### src/rtl/btn_pkg.sv
// Shared types and sizing helpers for the pushbutton conditioning blocks.
package btn_pkg;

  typedef enum logic [1:0] {IDLE, PRESS_CHK, HELD, RELEASE_CHK} btn_state_t;

  // Bits needed for a counter that runs 0 .. limit-1 (never narrower than 1).
  function automatic int unsigned cnt_width(input int unsigned limit);
    return (limit > 2) ? $clog2(limit) : 1;
  endfunction

endpackage

### src/rtl/sync_2ff.sv
// Two-flop synchroniser for a single asynchronous input; both stages clear on reset.
module sync_2ff (
  input  logic clk,
  input  logic reset,
  input  logic d,
  output logic q
);

  logic meta_q;
  logic sync_q;

  always_ff @(posedge clk or negedge reset) begin
    if (!reset) begin
      meta_q <= 1'b0;
      sync_q <= 1'b0;
    end else begin
      meta_q <= d;
      sync_q <= meta_q;
    end
  end

  assign q = sync_q;

endmodule

### src/rtl/btn_toggle_pulser.sv
// Debounces a raw pushbutton and emits one-cycle toggle pulses on T, with optional
// auto-repeat while held; the debounced level is exported as btn_level.
module btn_toggle_pulser
  import btn_pkg::*;
#(
  parameter int unsigned DEBOUNCE_CYCLES = 4,
  parameter bit          REPEAT_EN       = 1'b0,
  parameter int unsigned REPEAT_DELAY    = 20,
  parameter int unsigned REPEAT_PERIOD   = 8
) (
  input  logic clk,
  input  logic reset,
  input  logic btn_in,
  output logic T,
  output logic btn_level
);

  localparam int unsigned CNT_W = cnt_width(DEBOUNCE_CYCLES);
  localparam int unsigned RPT_W = cnt_width(REPEAT_DELAY);
  localparam logic [CNT_W-1:0] CNT_LAST   = CNT_W'(DEBOUNCE_CYCLES - 1);
  localparam logic [RPT_W-1:0] RPT_LAST   = RPT_W'(REPEAT_DELAY - 1);
  localparam logic [RPT_W-1:0] RPT_RELOAD = RPT_W'(REPEAT_DELAY - REPEAT_PERIOD);

  logic             btn_s;
  btn_state_t       state_q, state_d;
  logic [CNT_W-1:0] cnt_q, cnt_d;
  logic [RPT_W-1:0] rpt_q, rpt_d;
  logic             t_q, t_d;
  logic             level_q, level_d;

  sync_2ff u_sync (
    .clk   (clk),
    .reset (reset),
    .d     (btn_in),
    .q     (btn_s)
  );

  always_comb begin
    state_d = state_q;
    cnt_d   = cnt_q;
    rpt_d   = rpt_q;
    t_d     = 1'b0;
    level_d = level_q;
    case (state_q)
      IDLE: begin
        if (btn_s) begin
          state_d = PRESS_CHK;
          cnt_d   = '0;
          rpt_d   = '0;
        end
      end
      PRESS_CHK: begin
        if (!btn_s) begin
          state_d = IDLE;
          cnt_d   = '0;
          rpt_d   = '0;
        end else if (cnt_q == CNT_LAST) begin
          state_d = HELD;
          cnt_d   = '0;
          rpt_d   = '0;
          t_d     = 1'b1;
          level_d = 1'b1;
        end else begin
          cnt_d = cnt_q + 1'b1;
        end
      end
      HELD: begin
        // Release is checked first so it suppresses a repeat due on the same edge.
        if (!btn_s) begin
          state_d = RELEASE_CHK;
          cnt_d   = '0;
          rpt_d   = '0;
        end else if (REPEAT_EN) begin
          if (rpt_q == RPT_LAST) begin
            t_d   = 1'b1;
            rpt_d = RPT_RELOAD;
          end else begin
            rpt_d = rpt_q + 1'b1;
          end
        end
      end
      RELEASE_CHK: begin
        if (btn_s) begin
          state_d = HELD;
          cnt_d   = '0;
          rpt_d   = '0;
        end else if (cnt_q == CNT_LAST) begin
          state_d = IDLE;
          cnt_d   = '0;
          rpt_d   = '0;
          level_d = 1'b0;
        end else begin
          cnt_d = cnt_q + 1'b1;
        end
      end
      default: begin
        state_d = IDLE;
        cnt_d   = '0;
        rpt_d   = '0;
      end
    endcase
  end

  always_ff @(posedge clk or negedge reset) begin
    if (!reset) begin
      state_q <= IDLE;
      cnt_q   <= '0;
      rpt_q   <= '0;
      t_q     <= 1'b0;
      level_q <= 1'b0;
    end else begin
      state_q <= state_d;
      cnt_q   <= cnt_d;
      rpt_q   <= rpt_d;
      t_q     <= t_d;
      level_q <= level_d;
    end
  end

  assign T         = t_q;
  assign btn_level = level_q;

endmodule

### config.mk
export PLATFORM = sky130hd
export DESIGN_NAME = btn_toggle_pulser
export DESIGN_NICKNAME = d
export VERILOG_FILES = /design/src/rtl/btn_pkg.sv /design/src/rtl/sync_2ff.sv /design/src/rtl/btn_toggle_pulser.sv
export SDC_FILE = /design/constraint.sdc
export NUM_CORES = 1
export LEC_CHECK = 0
export ABC_AREA = 1
export CAP_MARGIN = 20
export CELL_PAD_IN_SITES_DETAIL_PLACEMENT = 0
export CELL_PAD_IN_SITES_GLOBAL_PLACEMENT = 1
export CORE_AREA = 3 3 40 42
export CTS_CLUSTER_DIAMETER = 150
export DETAILED_ROUTE_END_ITERATION = 10
export DIE_AREA = 0 0 43 45
export DONT_BUFFER_PORTS = 1
export MAX_ROUTING_LAYER = met4
export PLACE_DENSITY_LB_ADDON = 0.25
export SLEW_MARGIN = 20
export SYNTH_ARGS = -nofsm -noshare
export SYNTH_HDL_FRONTEND = slang
export SYNTH_SLANG_ARGS = --single-unit
### constraint.sdc
create_clock -name clk -period 2.5 [get_ports clk]
set_input_delay 0.75 -clock clk [delete_from_list [all_inputs] [get_ports clk]]
set_output_delay 0.75 -clock clk [all_outputs]
set_load 0.05 [all_outputs]
==> summary.txt <==
Final layout
  • Fin nets: 40
  • Share of layout cells above drive strength 1: 23.5%
  • Finished Core Util: 27.9%
  • # diodes: 0
  • Area Growth Syn to Fin: 13.0%

Worst setup path
  • CP endpoint kind: output port
  • R2R Path End: btn_level
  • CP Class: reg2out
  • R2R depth: 5
  • Worst EP arrival: 880 ps
  • Req. time, crit path: 1750 ps
  • Crit path to: btn_level
  • Critical Path Stages: 0
  • Startpoint types: flop
  • Worst setup path startpoint: btn_level
  • Reg-to-reg slack, setup: 1420 ps
  • Crit Path Max Fanout: 2
  • Reg-to-reg critical path startpoint: cnt_q[0]

Timing
  • Slew Limit Fails: 0
  • Final worst-path cycle share: 65.3%
  • Final setup vio count: 0
  • Relative max-transition margin: 67.6%
  • Worst Tran Pin Value: 485 ps
  • Fin Hold WS: 197 ps
  • Fmax: 613 MHz
  • RSZ-0062 raised after global routing: false
  • Final min period: 1630 ps
  • Clk_skew: 2.22 ps
  • Hold Vio Cnt, Final: 0
  • Setup TNS: 0 ps

Synthesis
  • Syn Nets: 35
  • Async S/R FF share, synth: 100%
  • Post-Syn Area: 318 sq um
  • Most common cell in the netlist: dfrtp_1
  • EDFF count, synth: 0
  • Synth Area per Inst: 10.3 sq um
  • Commonest cells in the netlist: 8 x dfrtp_1, 4 x nand2_1, 4 x nand2_2
  • Mapped Cells: 31
  • Area share of the largest cell type after synthesis: 63.0%
  • Ys Warns: 0
  • Top_reg_cell synth: dfrtp_1
  • Seq/Total Area, Yosys: 63.0%
  • Area contributors post-synth: dfrtp_1 63%, nand2_2 7.9%, nand3_1 4.7%
  • Post-synth cell types: 12
  • Register bit total from synthesis: 8
  • Synth area leader: dfrtp_1

Die
  • Core area: 0.00128 sq mm
  • IO Pins: 5
  • Initial Utilization: 24.7%
  • Die width: 43 microns
  • Die area: 0.00194 sq mm
  • Chip height: 45 microns
  • Cell row count: 13

Drt
  • DRT Pass-1 Iters: 3
  • DR WL/cell: 9.82 microns
  • Final ANT Viol Nets: 0
  • Avg Vias per Cell: 4.22
  • DR DRC count: 0
  • DR vias: 207
  • 1st-iter DRT viols: 2
  • Final wirelength: 481 microns

Placed design
  • HPWL after detailed placement: 391 microns
  • PortBufs: 0
  • Placer Congestion: 0.714

Clock tree
  • Clock Latency Late Sink: 240 ps
  • CTS tree: yes
  • Post-CTS Resized: 0
  • Setup Fix Bufs, Post-CTS: 0
  • Max clock buf depth: 2
  • H-tree lvl count: 1
  • CTS Sinks: 8
  • Hold-fix buffers, CTS: 0
  • Clock root cell: clkbuf_4
  • CTS Buf Count: 3
  • Reg clk slew, reported paths: 50 ps

Flow run
  • Max-Cap Viols: 0

Global route
  • Largest net degree at the start of global routing: 9
  • Antenna violations before repair: 0
  • GRT overflow: 0
  • Gr usage total: 6.34%
  • Number of global-route vias before repair: 219
  • First-pass GRT wire length: 793 microns

Outcome
  • Status: completed

Power
  • Max rail drop VDD: 0.000291 V
  • PwrDens: 1030 mW/mm^2
  • P_leak: 0.000190 uW

Hold path
  • Hold Crit Class: in2async
-- layer usage --
metal	vias up	track usage (%)	routed length [microns]
met3	2	1.59	25
li1	106	-	-
met4	0	9.04	21
met2	6	9.28	235
met1	93	5.74	198
met5	-	-	0
-- metrics by stage --
| step | setup slack (ps) | total power [uW] | instance area (sq um) | instances |
|---|---|---|---|---|
| 2_1_floorplan | 1150 | 262 | 318 | 31 |
| 3_3_place_gp | 1140 | 274 | 337 | 46 |
| 3_5_place_dp | 1120 | 280 | 337 | 46 |
| 4_1_cts | 850 | 376 | 359 | 49 |
| 5_1_grt | 843 | 398 | 359 | 49 |
| 6_report | 868 | 368 | 359 | 49 |
-- logic make-up (layout without fill, tap and decap cells) --
kind of cell	Yosys count	in the layout	share of synthesized area [%]
adder cells (fa/ha/maj)	1	1	3.94
AND/OR/NAND/NOR	14	14	22.4
flip-flops	8	8	63.0
buffers and inverters	5	8	5.90
AO/OA/AOI/OAI	3	3	4.72
-- cell type report --
type,count,area (sq um)
Sequential cell,8,200
Inverter,5,18.8
Fill cell,134,926
Clock buffer,3,22.5
Multi-Input combinational cell,18,98.8
Tap cell,15,18.8
-- layout by cell type, fill, tap and decap left out --
cell type	n
a21oi_1	1
clkbuf_4	3
clkinv_1	1
dfrtp_1	8
ha_1	1
inv_1	3
inv_2	1
nand2_1	4
nand2_2	4
nand3_1	3
nand4_1	2
nor2_1	1
o21ai_1	2
-- worst min-delay path by stage --
stage / end / start / cells after the start
4_1_cts: u_sync.meta_q / reset / 0
6_report: u_sync.meta_q / reset / 0
3_3_place_gp: u_sync.q / u_sync.meta_q / 0
3_5_place_dp: u_sync.q / u_sync.meta_q / 0
2_1_floorplan: u_sync.q / u_sync.meta_q / 0
5_1_grt: u_sync.meta_q / reset / 0
-- power breakdown --
part           internal (uW)  switching (uW)
Sequential               162            44.2
Combinational           28.8            42.7
Clock                   54.4            36.3
Power figures use the tool's default switching activity.
